===== src/rtl/mul_real_pipe.sv =====
// rtl/mul_real_pipe.sv - pipelined fixed-point real multiplier with valid/ready flow control
// Stage 1 registers the full-precision product; the last stage aligns, clamps or wraps, and registers c.
module mul_real_pipe #(
  parameter int WIDTH_A  = 16,
  parameter int EXP_A    = -12,
  parameter int WIDTH_B  = 16,
  parameter int EXP_B    = -12,
  parameter int WIDTH_C  = 16,
  parameter int EXP_C    = -12,
  parameter int LATENCY  = 2,
  parameter int SATURATE = 1
) (
  input  logic                      clk,
  input  logic                      rst,
  input  logic                      in_valid,
  output logic                      in_ready,
  input  logic signed [WIDTH_A-1:0] a,
  input  logic signed [WIDTH_B-1:0] b,
  output logic                      out_valid,
  input  logic                      out_ready,
  output logic signed [WIDTH_C-1:0] c,
  output logic                      ovf,
  output logic                      ovf_sticky
);

  localparam int PW  = WIDTH_A + WIDTH_B;
  localparam int D   = EXP_A + EXP_B - EXP_C;
  localparam int DL  = (D > 0) ? D : 0;
  localparam int DR  = (D < 0) ? -D : 0;
  localparam int EW0 = PW + DL;
  // One guard bit beyond the widest of product-after-left-shift and output keeps range compares exact.
  localparam int EW  = ((EW0 > WIDTH_C) ? EW0 : WIDTH_C) + 1;

  localparam logic signed [EW-1:0] MAX_V = {{(EW-WIDTH_C+1){1'b0}}, {(WIDTH_C-1){1'b1}}};
  localparam logic signed [EW-1:0] MIN_V = ~MAX_V;

  logic advance;
  assign advance  = !out_valid || out_ready;
  assign in_ready = advance;

  logic signed [PW-1:0] a_ext, b_ext, prod_now;
  assign a_ext    = a;
  assign b_ext    = b;
  assign prod_now = a_ext * b_ext;

  logic signed [PW-1:0] fin_prod;
  logic                 fin_valid;

  generate
    if (LATENCY == 1) begin : g_lat1
      assign fin_prod  = prod_now;
      assign fin_valid = in_valid;
    end else begin : g_latn
      logic signed [PW-1:0] p_q [LATENCY-1];
      logic [LATENCY-2:0]   v_q;

      always_ff @(posedge clk or negedge rst) begin
        if (!rst) begin
          for (int i = 0; i < LATENCY-1; i++) p_q[i] <= '0;
          v_q <= '0;
        end else if (advance) begin
          p_q[0] <= prod_now;
          v_q[0] <= in_valid;
          for (int i = 1; i < LATENCY-1; i++) begin
            p_q[i] <= p_q[i-1];
            v_q[i] <= v_q[i-1];
          end
        end
      end

      assign fin_prod  = p_q[LATENCY-2];
      assign fin_valid = v_q[LATENCY-2];
    end
  endgenerate

  logic signed [EW-1:0]      ext, aligned;
  logic                      ovf_now;
  logic signed [WIDTH_C-1:0] c_now;

  assign ext     = {{(EW-PW){fin_prod[PW-1]}}, fin_prod};
  // Arithmetic right shift floors toward negative infinity, which is the required truncation.
  assign aligned = (ext <<< DL) >>> DR;
  assign ovf_now = (aligned > MAX_V) || (aligned < MIN_V);

  always_comb begin
    c_now = aligned[WIDTH_C-1:0];
    if (ovf_now && (SATURATE != 0))
      c_now = aligned[EW-1] ? {1'b1, {(WIDTH_C-1){1'b0}}} : {1'b0, {(WIDTH_C-1){1'b1}}};
  end

  always_ff @(posedge clk or negedge rst) begin
    if (!rst) begin
      out_valid  <= 1'b0;
      c          <= '0;
      ovf        <= 1'b0;
      ovf_sticky <= 1'b0;
    end else if (advance) begin
      out_valid <= fin_valid;
      if (fin_valid) begin
        c   <= c_now;
        ovf <= ovf_now;
        if (ovf_now) ovf_sticky <= 1'b1;
      end
    end
  end

endmodule

===== config.mk =====
export PLATFORM = sky130hd
export DESIGN_NAME = mul_real_pipe
export DESIGN_NICKNAME = d
export VERILOG_FILES = /design/src/rtl/mul_real_pipe.sv
export SDC_FILE = /design/constraint.sdc
export NUM_CORES = 1
export LEC_CHECK = 0
export CAP_MARGIN = 25
export CELL_PAD_IN_SITES_DETAIL_PLACEMENT = 1
export CELL_PAD_IN_SITES_GLOBAL_PLACEMENT = 2
export CORE_MARGIN = 4
export CORE_UTILIZATION = 24
export DETAILED_ROUTE_END_ITERATION = 8
export DONT_BUFFER_PORTS = 1
export PLACE_DENSITY_LB_ADDON = 0.1
export SYNTH_ARGS = -nofsm -noshare
export SYNTH_HDL_FRONTEND = slang
export SYNTH_SLANG_ARGS = --single-unit

===== constraint.sdc =====
create_clock -name clk -period 4.6 [get_ports clk]
set_input_delay 0.92 -clock clk [delete_from_list [all_inputs] [get_ports clk]]
set_output_delay 0.92 -clock clk [all_outputs]
set_load 0.1 [all_outputs]

==> results of run 1 <==
==> per-layer routing <==
metal  share of wire [%]  wire, µm  vias to the layer above
li1                    -         -                     3609
met1                  44     14100                     4159
met2                  54     17600                       53
met3                 1.4       446                       10
met4                0.66       213                        0
met5                   0         0                        -
==> state kept, by name, indices dropped and copies added, names as in the netlist <==
signal	count
fin_prod	20
c	16
fin_valid	1
out_valid	1
ovf	1
ovf_sticky	1
==> worst max-delay path by stage <==
stage | endpoint
after floorplan | fin_prod[28]
after global placement | fin_prod[31]
after detailed placement | fin_prod[31]
after CTS | fin_prod[28]
after global routing | fin_prod[28]
final | fin_prod[28]
==> cell type report <==
cell class,count,share of cell area [%]
Clock buffer,8,1.12
Timing Repair Buffer,100,6.13
Antenna cell,1,0.0192
Sequential cell,40,7.67
Tap cell,600,5.75
Inverter,309,8.92
Multi-Input combinational cell,806,70.4
==> worst max-delay path, cell delays in order <==
cell       delay, ns
and2_1          0.16
fa_1            0.54
inv_1           0.06
fa_2            0.57
fa_1            0.41
inv_1           0.08
fa_1            0.45
fa_1            0.52
inv_1           0.05
fa_1            0.49
inv_2           0.05
ha_4            0.27
and4_4          0.22
o2111a_1        0.22
a211oi_2        0.06
a211oi_4        0.30
buf_6           0.17
o2111ai_4       0.15
o311ai_4        0.25
xnor2_1         0.15
a21oi_1         0.08
==> cells in the mapped netlist (2+ instances only) <==
cell type  number
nand3_1         3
clkbuf_1       39
buf_6           2
a211oi_1        4
xnor2_1        19
inv_1         309
and3_1          4
a31oi_1         3
a21oi_1        43
dfrtp_1        40
fa_1          261
nor4_1          2
nand2_1       138
nor2_1         57
o31ai_1         4
and2_1        125
o21ai_0        13
and3_2          2
xor2_1          3
ha_1           79
mux2_2          2
nand4_1         5
nand2b_1        7
nor3b_1         2
a21o_1          7
nor3_1          2
==> cell families (layout without fill, tap and decap cells) <==
logic type,count (synthesis),after routing,share of synthesized area (%)
flip-flops,40,40,9.06
multiplexers,2,2,0.204
AND/OR/NAND/NOR,352,352,15.6
adder cells (fa/ha/maj),340,340,56.2
XOR/XNOR,22,22,1.74
AO/OA/AOI/OAI,90,90,5.11
other,0,1,0
buffers and inverters,351,417,12.1
==> metrics by stage <==
step                utilization [%]  TNS, ns  std cells  worst slack (ns)
floorplan                         -   -23.88       1197             -1.52
global placement               27.5   -29.29       1847             -1.88
detailed placement             27.6   -30.33       1848             -1.97
CTS                            28.3   -23.13       1860             -1.47
global route                   28.7   -26.35       1863             -1.61
finish                         28.7   -22.38       1864             -1.43
==> what timing repair did <==
action / 4_1_cts / 5_1_grt
setup endpoints to repair: 20 / 20
gates resized for setup: 39 / 35
setup buffers: 5 / 5
hold buffers: 0 / 0
pin swaps: 35 / 42
==> results_dict.tcl, run 1 <==
set metrics [dict create \
    r2r_end "fin_prod[27]" \
    gr-usage-met1_pct 17.3 \
    globalRoute.totalOverflow 0 \
    detail_route.wirelength_um 32300 \
    path_clk_slew_ns 0.06 \
    wire_length_of_the_first_global_routing_pass_um 53900 \
    yosys.area.top_type_share_pct 47.3 \
    r2r_cells 7 \
    synth_top_cells_by_area "fa_1, inv_1, dfrtp_1" \
    run_status "finished, violations left" \
    via_count 7831 \
    critPathMaxFanout 17 \
    design_area_mm2 0.0130 \
    die_area_mm2 0.0495 \
    violations "negative setup slack" \
    port-buffer-count 0 \
    detail_route.vias_per_cell 4.20 \
    finalHoldViolCount 0 \
    postLayoutSetupSlackWorst_ns -1.43 \
    h_tree_lvl_count 2 \
    layout.cells.most_common_list "inv_1, fa_1, nand2_1, and2_1, buf_4" \
    worstSetupPathType "input pin to flop" \
    maximum_number_of_pins_on_one_net_before_global_route_repair 41 \
    start_util_pct 24.3 \
    final.period_utilization_pct 131 \
    syn-instance-count 1197 \
    grt_setup_unrepaired "true" \
    startpoint_type "input pin" \
    setup_viol 20 \
    fp-row-count 78 \
    seq_area_frac_synth_pct 9.06 \
    synthDistinctLibCells 48 \
    fillCellCount 5282 \
    whs_ns 0.332 \
    finClkSkew_ns 0.00380 \
    critical_path.reg2reg.startpoint "out_valid" \
    tritoncts "built" \
    fp.coreArea_mm2 0.0455 \
    place_area_mm2 0.0125 \
    critPathCaptureType "flop" \
    rrSetupSlack_ns 2.14 \
    timing.final.max_slew_violations 0 \
    cp-startpoint "a[14]" \
    die-width_um 223 \
    synth_nets 1573 \
    final_period_minus_worst_setup_slack_ns 6.03 \
    avgRoutedWirePerCell_um 17.3 \
    die_y_um 223 \
    multiInputGateArea_mm2 0.00918 \
    finalWeightedCongestion 0.739 \
    use_met3_pct 0.885 \
    drt_pre_antenna_iters 4 \
    nets 1638 \
    area_growth_pct 18.1 \
    detailed_place_hpwl_um 27400 \
    grt.total_usage_pct 13.7 \
    worst-slew-pin-transition_ns 0.947 \
    fmax_achieved_ghz 0.166 \
    mostFrequentLayoutCell "inv_1" \
    grt_pass1_vias 9690 \
    worstPathRequired_ns 4.74 \
    dr.first_iter.drc_count 176 \
    postSynthRegisterBits 40 \
    groute.layer.met2.usage_pct 26.7 \
    edff_count_synth 0 \
    top_level_ports 56 \
    synthesis_warnings 0 \
    syn-mean-instance-area_um2 9.23 \
    headroom_to_the_max_slew_limit_pct 36.9 \
    syn_area_mm2 0.0111 \
    min-delay-path-class "input pin to async pin" \
    ant_nets 0 \
    root_buffer "clkbuf_16" \
    numClockSinks 40 \
    cp_data_arrival_time_ns 6.17 \
    area.sequential_mm2 0.00100 \
    synthDominantAreaCellType "fa_1" \
    grt.busiest_layer "met2" \
    post_route_cells_drive_above_1_share_pct 16.4 \
    clock_insertion_delay_worst_skew_ns 0.28 \
    cts_max_path_buffers 2 \
    detailed_route_drc_error_count 0 \
    grt_antenna_before_repair 0 \
    tritoncts.num_buffers 5 \
    synth_ff_type "dfrtp_1" \
    max_capacitance_violation_count 0 \
    async_flop_share_pct 100 \
]
Power of run 1 is left out: the tool's default activity adds up to more than one toggle a clock period on the data nets, which glitch-free logic cannot reach.
==> run 2: changes to the inputs <==
==> constraint.sdc (replaced) <==
create_clock -name clk -period 7.1 [get_ports clk]
set_input_delay 1.42 -clock clk [delete_from_list [all_inputs] [get_ports clk]]
set_output_delay 1.42 -clock clk [all_outputs]
set_load 0.1 [all_outputs]
==> run 2 against run 1 <==
The run now ends clean. Core utilization decreased by 2.2 points. Wire length rose by 1.6%. Cell count fell by 3.6%. Clock skew increased by 0.0057 ns. Non-clock buffer count shrank 68. First-iteration DRC count down 8.5%. Sequential cell count unchanged. Global-route usage down 0.081 points. Die area stayed put. Sequential share of layout area rose by 0.64 points. Largest cell class unchanged. Highest routed layer unchanged.
==> results_dict.tcl, run 2 (synthesized netlist as in run 1, its figures left out) <==
set metrics [dict create \
    max_capacitance_violation_count 0 \
    port-buffer-count 0 \
    die-width_um 223 \
    fillCellCount 5361 \
    largest_register_ffs 20 \
    run_status "complete, no violations" \
    setup_viol 0 \
    top_level_ports 56 \
    clock_insertion_delay_worst_skew_ns 0.29 \
    numClockSinks 40 \
    worstSetupPathType "input pin to flop" \
    layout.cells.most_common_list "inv_1, fa_1, nand2_1, and2_1, ha_1" \
    worstPathCellList "and2_1 > fa_1 > inv_1 > fa_1 > fa_1 > inv_1 > fa_1 > fa_1 > inv_1 > fa_1 > inv_1 > ha_1 > and4_2 > o2111a_1 > a211oi_1 > a211oi_2 > buf_4 > o21ai_0 > buf_4 > o21ai_2 > a2111oi_1 > nand3b_1" \
    root_buffer "clkbuf_16" \
    mostFrequentLayoutCell "inv_1" \
    cts_max_path_buffers 2 \
    postLayoutSetupSlackWorst_ns 0.373 \
    critPathMostFrequentCell "fa_1" \
    tritoncts "built" \
    critPathCaptureType "flop" \
    dr.first_iter.drc_count 161 \
    timing.final.max_slew_violations 0 \
    die_area_mm2 0.0495 \
    area_growth_pct 9.01 \
    detailed_place_hpwl_um 27500 \
    grt_pass1_vias 8969 \
    startpoint_type "input pin" \
    globalRoute.totalOverflow 0 \
    fp.coreArea_mm2 0.0455 \
    critPathMaxFanout 16 \
    critical-path-slowest-cell "fa_1" \
    drt_pre_antenna_iters 4 \
    start_util_pct 24.3 \
    worstPathRequired_ns 7.32 \
    cp_data_arrival_time_ns 6.94 \
    post-cts-setup-buffer-count 0 \
    tritoncts.num_buffers 5 \
    fp-row-count 78 \
    wire_length_of_the_first_global_routing_pass_um 52600 \
    worst-slew-pin-transition_ns 0.943 \
    avgRoutedWirePerCell_um 18.3 \
    critPathMaxStageDelay_ns 0.54 \
    via_count 7669 \
    detail_route.vias_per_cell 4.27 \
    detailed_route_drc_error_count 0 \
    layout.cells.non_filler 1796 \
    final.period_utilization_pct 94.8 \
    finClkSkew_ns 0.00951 \
    place_area_mm2 0.0119 \
    finalWeightedCongestion 0.731 \
    h_tree_lvl_count 2 \
    ant_nets 0 \
    nets 1570 \
    design_area_mm2 0.0120 \
    min-delay-path-class "flop to flop" \
    grt_antenna_before_repair 0 \
    dp_slack_ns 0.0566 \
    placedCellCount 1786 \
    headroom_to_the_max_slew_limit_pct 37.1 \
    post_route_cells_drive_above_1_share_pct 4.35 \
    whs_ns 0.484 \
    grt.total_usage_pct 13.6 \
    die_y_um 223 \
    finalHoldViolCount 0 \
    maximum_number_of_pins_on_one_net_before_global_route_repair 41 \
    path_clk_slew_ns 0.06 \
    detail_route.wirelength_um 32900 \
    fmax_achieved_ghz 0.149 \
    final_period_minus_worst_setup_slack_ns 6.73 \
]
run 2: worst max-delay path: cells and delay by family:
kind | cells | cell delay, ns
compound gates | 6 | 1.11
simple gates | 3 | 0.60
buf+inv | 6 | 0.53
fa+ha+maj | 7 | 3.29
run 2: metal layers:
metal,share of wire (%),track usage [%],routed length [µm]
met5,0,0,0
met4,0.90,1.25,297
met1,41,16.9,13600
met3,1.4,1.20,456
met2,56,26.5,18500
run 2: through the flow:
stage,util (%),setup TNS [ns]
2_1_floorplan,-,0
3_3_place_gp,26.1,0
3_5_place_dp,26.1,0
4_1_cts,26.5,0
5_1_grt,26.5,-0.00725
6_report,26.5,0
run 2: path summary, 6_finish.rpt:
check	cells past startpoint	from	to	slack, ns
setup / recovery	22	a[14]	fin_prod[27]	0.37
setup reg to reg	8	out_valid	c[3]	3.78
min in group asynchronous	0	rst	c[15]	0.83
hold reg to reg	2	fin_valid	fin_valid	0.48
max in group asynchronous	0	rst	fin_prod[22]	6.16
hold / removal	2	fin_valid	fin_valid	0.48
run 2: timing repair:
action,in CTS,in global routing
resized for setup,0,1
hold buffers,0,0
endpoints found under the hold margin,0,0
endpoints found under the setup margin,0,1
run 2: layout make-up:
type                            instances  area [µm²]  share of cell area (%)
Multi-Input combinational cell        806        8720                    72.3
Inverter                              309        1160                    9.63
Sequential cell                        40        1000                    8.31
Tap cell                              600         751                    6.23
Timing Repair Buffer                   32         240                    1.99
Clock buffer                            6         139                    1.15
Clock inverter                          2        38.8                   0.322
Antenna cell                            1        2.50                  0.0208
Power of run 2 is left out for the same reason.
==> run 3: changes to the inputs <==
--- a/config.mk
+++ b/config.mk
@@ -5,6 +5,7 @@
 export SDC_FILE = /design/constraint.sdc
 export NUM_CORES = 1
 export LEC_CHECK = 0
+export ABC_CLOCK_PERIOD_IN_PS = 8650
 export CAP_MARGIN = 25
 export CELL_PAD_IN_SITES_DETAIL_PLACEMENT = 1
 export CELL_PAD_IN_SITES_GLOBAL_PLACEMENT = 2
@@ -13,6 +14,7 @@
 export DETAILED_ROUTE_END_ITERATION = 8
 export DONT_BUFFER_PORTS = 1
 export PLACE_DENSITY_LB_ADDON = 0.1
+export RECOVER_POWER = 100
 export SYNTH_ARGS = -nofsm -noshare
 export SYNTH_HDL_FRONTEND = slang
 export SYNTH_SLANG_ARGS = --single-unit
==> constraint.sdc (replaced) <==
create_clock -name clk -period 8.65 [get_ports clk]
set_input_delay 1.73 -clock clk [delete_from_list [all_inputs] [get_ports clk]]
set_output_delay 1.73 -clock clk [all_outputs]
set_load 0.1 [all_outputs]
==> run 3 against run 2 <==
The flow now finishes with violations (max-capacitance violations, max-slew violations). Global-route usage down 0.65 points. Final area decreased by 2.1%. Hold slack worse by 0.0044 ns. Register-to-register slack worse by 0.32 ns. Die area did not move. Cell count is 1.6% lower. Clock skew barely moved. Sequential share of layout area is 0.18 points higher. Wire length decreased by 4.1%. Worst setup slack better by 0.55 ns. First-iteration DRC count increased by 27%. Highest routed layer unchanged.
==> results_dict.tcl, run 3 (synthesized netlist as in run 1, its figures left out) <==
set metrics [dict create \
    run_status "finished, violations left" \
    violations "max-capacitance violations, max-slew violations" \
    nets 1541 \
    wire_length_of_the_first_global_routing_pass_um 50500 \
    finalWeightedCongestion 0.715 \
    rrSetupSlack_ns 3.46 \
    fp.coreArea_mm2 0.0455 \
    detailed_route_drc_error_count 0 \
    setup_viol 0 \
    avgRoutedWirePerCell_um 17.8 \
    via_count 7556 \
    critical-path-slowest-cell "fa_1" \
    postCtsResizedCells 0 \
    r2r_cells 8 \
    final_period_minus_worst_setup_slack_ns 7.72 \
    worstPathCellList "nand2_1 > inv_1 > fa_1 > fa_1 > fa_1 > fa_1 > fa_1 > inv_1 > fa_1 > inv_1 > ha_1 > and4_1 > o2111a_1 > a211oi_1 > a211oi_2 > o21ai_0 > o21ai_0 > a2111oi_0 > nand3b_1" \
    detail_route.wirelength_um 31500 \
    startpoint_type "input pin" \
    detail_route.vias_per_cell 4.28 \
    post-cts-setup-buffer-count 0 \
    detailed_place_hpwl_um 26200 \
    final.period_utilization_pct 89.3 \
    finClkSkew_ns 0.00937 \
    root_buffer "clkbuf_16" \
    post_cts_hold_buffer_count 0 \
    grt.total_usage_pct 13.0 \
    tritoncts "built" \
    grt_antenna_before_repair 1 \
    die_area_mm2 0.0495 \
    worstSetupPathType "input pin to flop" \
    layout.cells.most_common_list "inv_1, fa_1, nand2_1, and2_1, ha_1" \
    critPathMostFrequentCell "fa_1" \
    path_clk_slew_ns 0.07 \
    timing.final.max_slew_violations 29 \
    ant_nets 0 \
    min-delay-path-class "flop to flop" \
    finalHoldViolCount 0 \
    numClockSinks 40 \
    worst_hold_path_cell_count 2 \
    max_capacitance_violation_count 1 \
    tritoncts.num_buffers 5 \
    top_level_ports 56 \
    area_growth_pct 6.71 \
    r2r_end "c[4]" \
    post_route_cells_drive_above_1_share_pct 1.29 \
    fmax_achieved_ghz 0.129 \
    h_tree_lvl_count 2 \
    die-width_um 223 \
    globalRoute.totalOverflow 0 \
    start_util_pct 24.3 \
    dr.first_iter.drc_count 205 \
    die_y_um 223 \
    largest_register_ffs 20 \
    cp_data_arrival_time_ns 7.89 \
    worstHoldEndpoint "fin_valid" \
    critical_path.reg2reg.startpoint "out_valid" \
    mostFrequentLayoutCell "inv_1" \
    grt_setup_unrepaired "false" \
    clock_insertion_delay_worst_skew_ns 0.29 \
    critPathMaxFanout 16 \
    critPathMaxStageDelay_ns 0.76 \
    critPathCaptureType "flop" \
    worst-slew-pin-transition_ns 1.79 \
    headroom_to_the_max_slew_limit_pct -19.6 \
    worst_hold_startpoint "fin_valid" \
    fin_setup_tns_ns 0 \
    drt_pre_antenna_iters 4 \
    grt_pass1_vias 8768 \
    maximum_number_of_pins_on_one_net_before_global_route_repair 41 \
    fp-row-count 78 \
    cts_max_path_buffers 2 \
    port-buffer-count 0 \
    worstPathRequired_ns 8.82 \
]
==> run 3: changes by cell type in the layout (fill, tap and decap cells not counted), sizes merged <==
cell,change
clkbuf,+1
clkinv,-1
buf,-31
clkinvlp,+1
inv,+1
==> run 3: stage by stage <==
| stage | cell area [µm²] | setup WS [ns] | util (%) | cells | hold WS [ns] |
|---|---|---|---|---|---|
| after floorplan | 11100 | 1.18 | - | 1197 | 0.444 |
| after global placement | 11600 | 0.963 | 25.6 | 1757 | 0.474 |
| after detailed placement | 11600 | 0.830 | 25.6 | 1758 | 0.468 |
| after CTS | 11800 | 1.12 | 26.0 | 1766 | 0.484 |
| after global routing | 11800 | 0.469 | 25.9 | 1767 | 0.504 |
| final | 11800 | 0.926 | 25.9 | 1767 | 0.480 |
==> run 3: final cells by class <==
| type | count | area (µm²) |
|---|---|---|
| well taps | 600 | 751 |
| flip-flops and latches | 40 | 1000 |
| diodes | 1 | 2.50 |
| clock buffers | 5 | 125 |
| repair buffers | 3 | 15.0 |
| multi-input cells | 806 | 8690 |
| clock inverters | 3 | 46.3 |
| fillers | 5271 | 33700 |
| inverters | 309 | 1160 |
==> run 3: worst max-delay path, delay by kind of cell <==
family                     cells  cell delay [ns]
adders and majority gates      7             3.63
AOI/OAI and AO/OA              6             1.75
and+or+nand+nor                3             0.58
buffers and inverters          3             0.19
==> run 3: worst max-delay path by stage <==
| stage | from | end | slack (ns) | cells after the start |
|---|---|---|---|---|
| floorplan | a[15] | fin_prod[31] | 1.18 | 22 |
| global placement | a[15] | fin_prod[27] | 0.96 | 19 |
| detailed placement | a[15] | fin_prod[27] | 0.83 | 19 |
| CTS | a[15] | fin_prod[27] | 1.12 | 19 |
| global route | a[15] | fin_prod[27] | 0.47 | 19 |
| finish | a[15] | fin_prod[27] | 0.93 | 19 |
==> run 3: metal layers <==
layer / wire, µm / GRT usage, %
met5: 0 / 0
met4: 104 / 0.795
met3: 455 / 1.16
met2: 17700 / 25.3
met1: 13300 / 16.2
Power of run 3 is left out for the same reason.
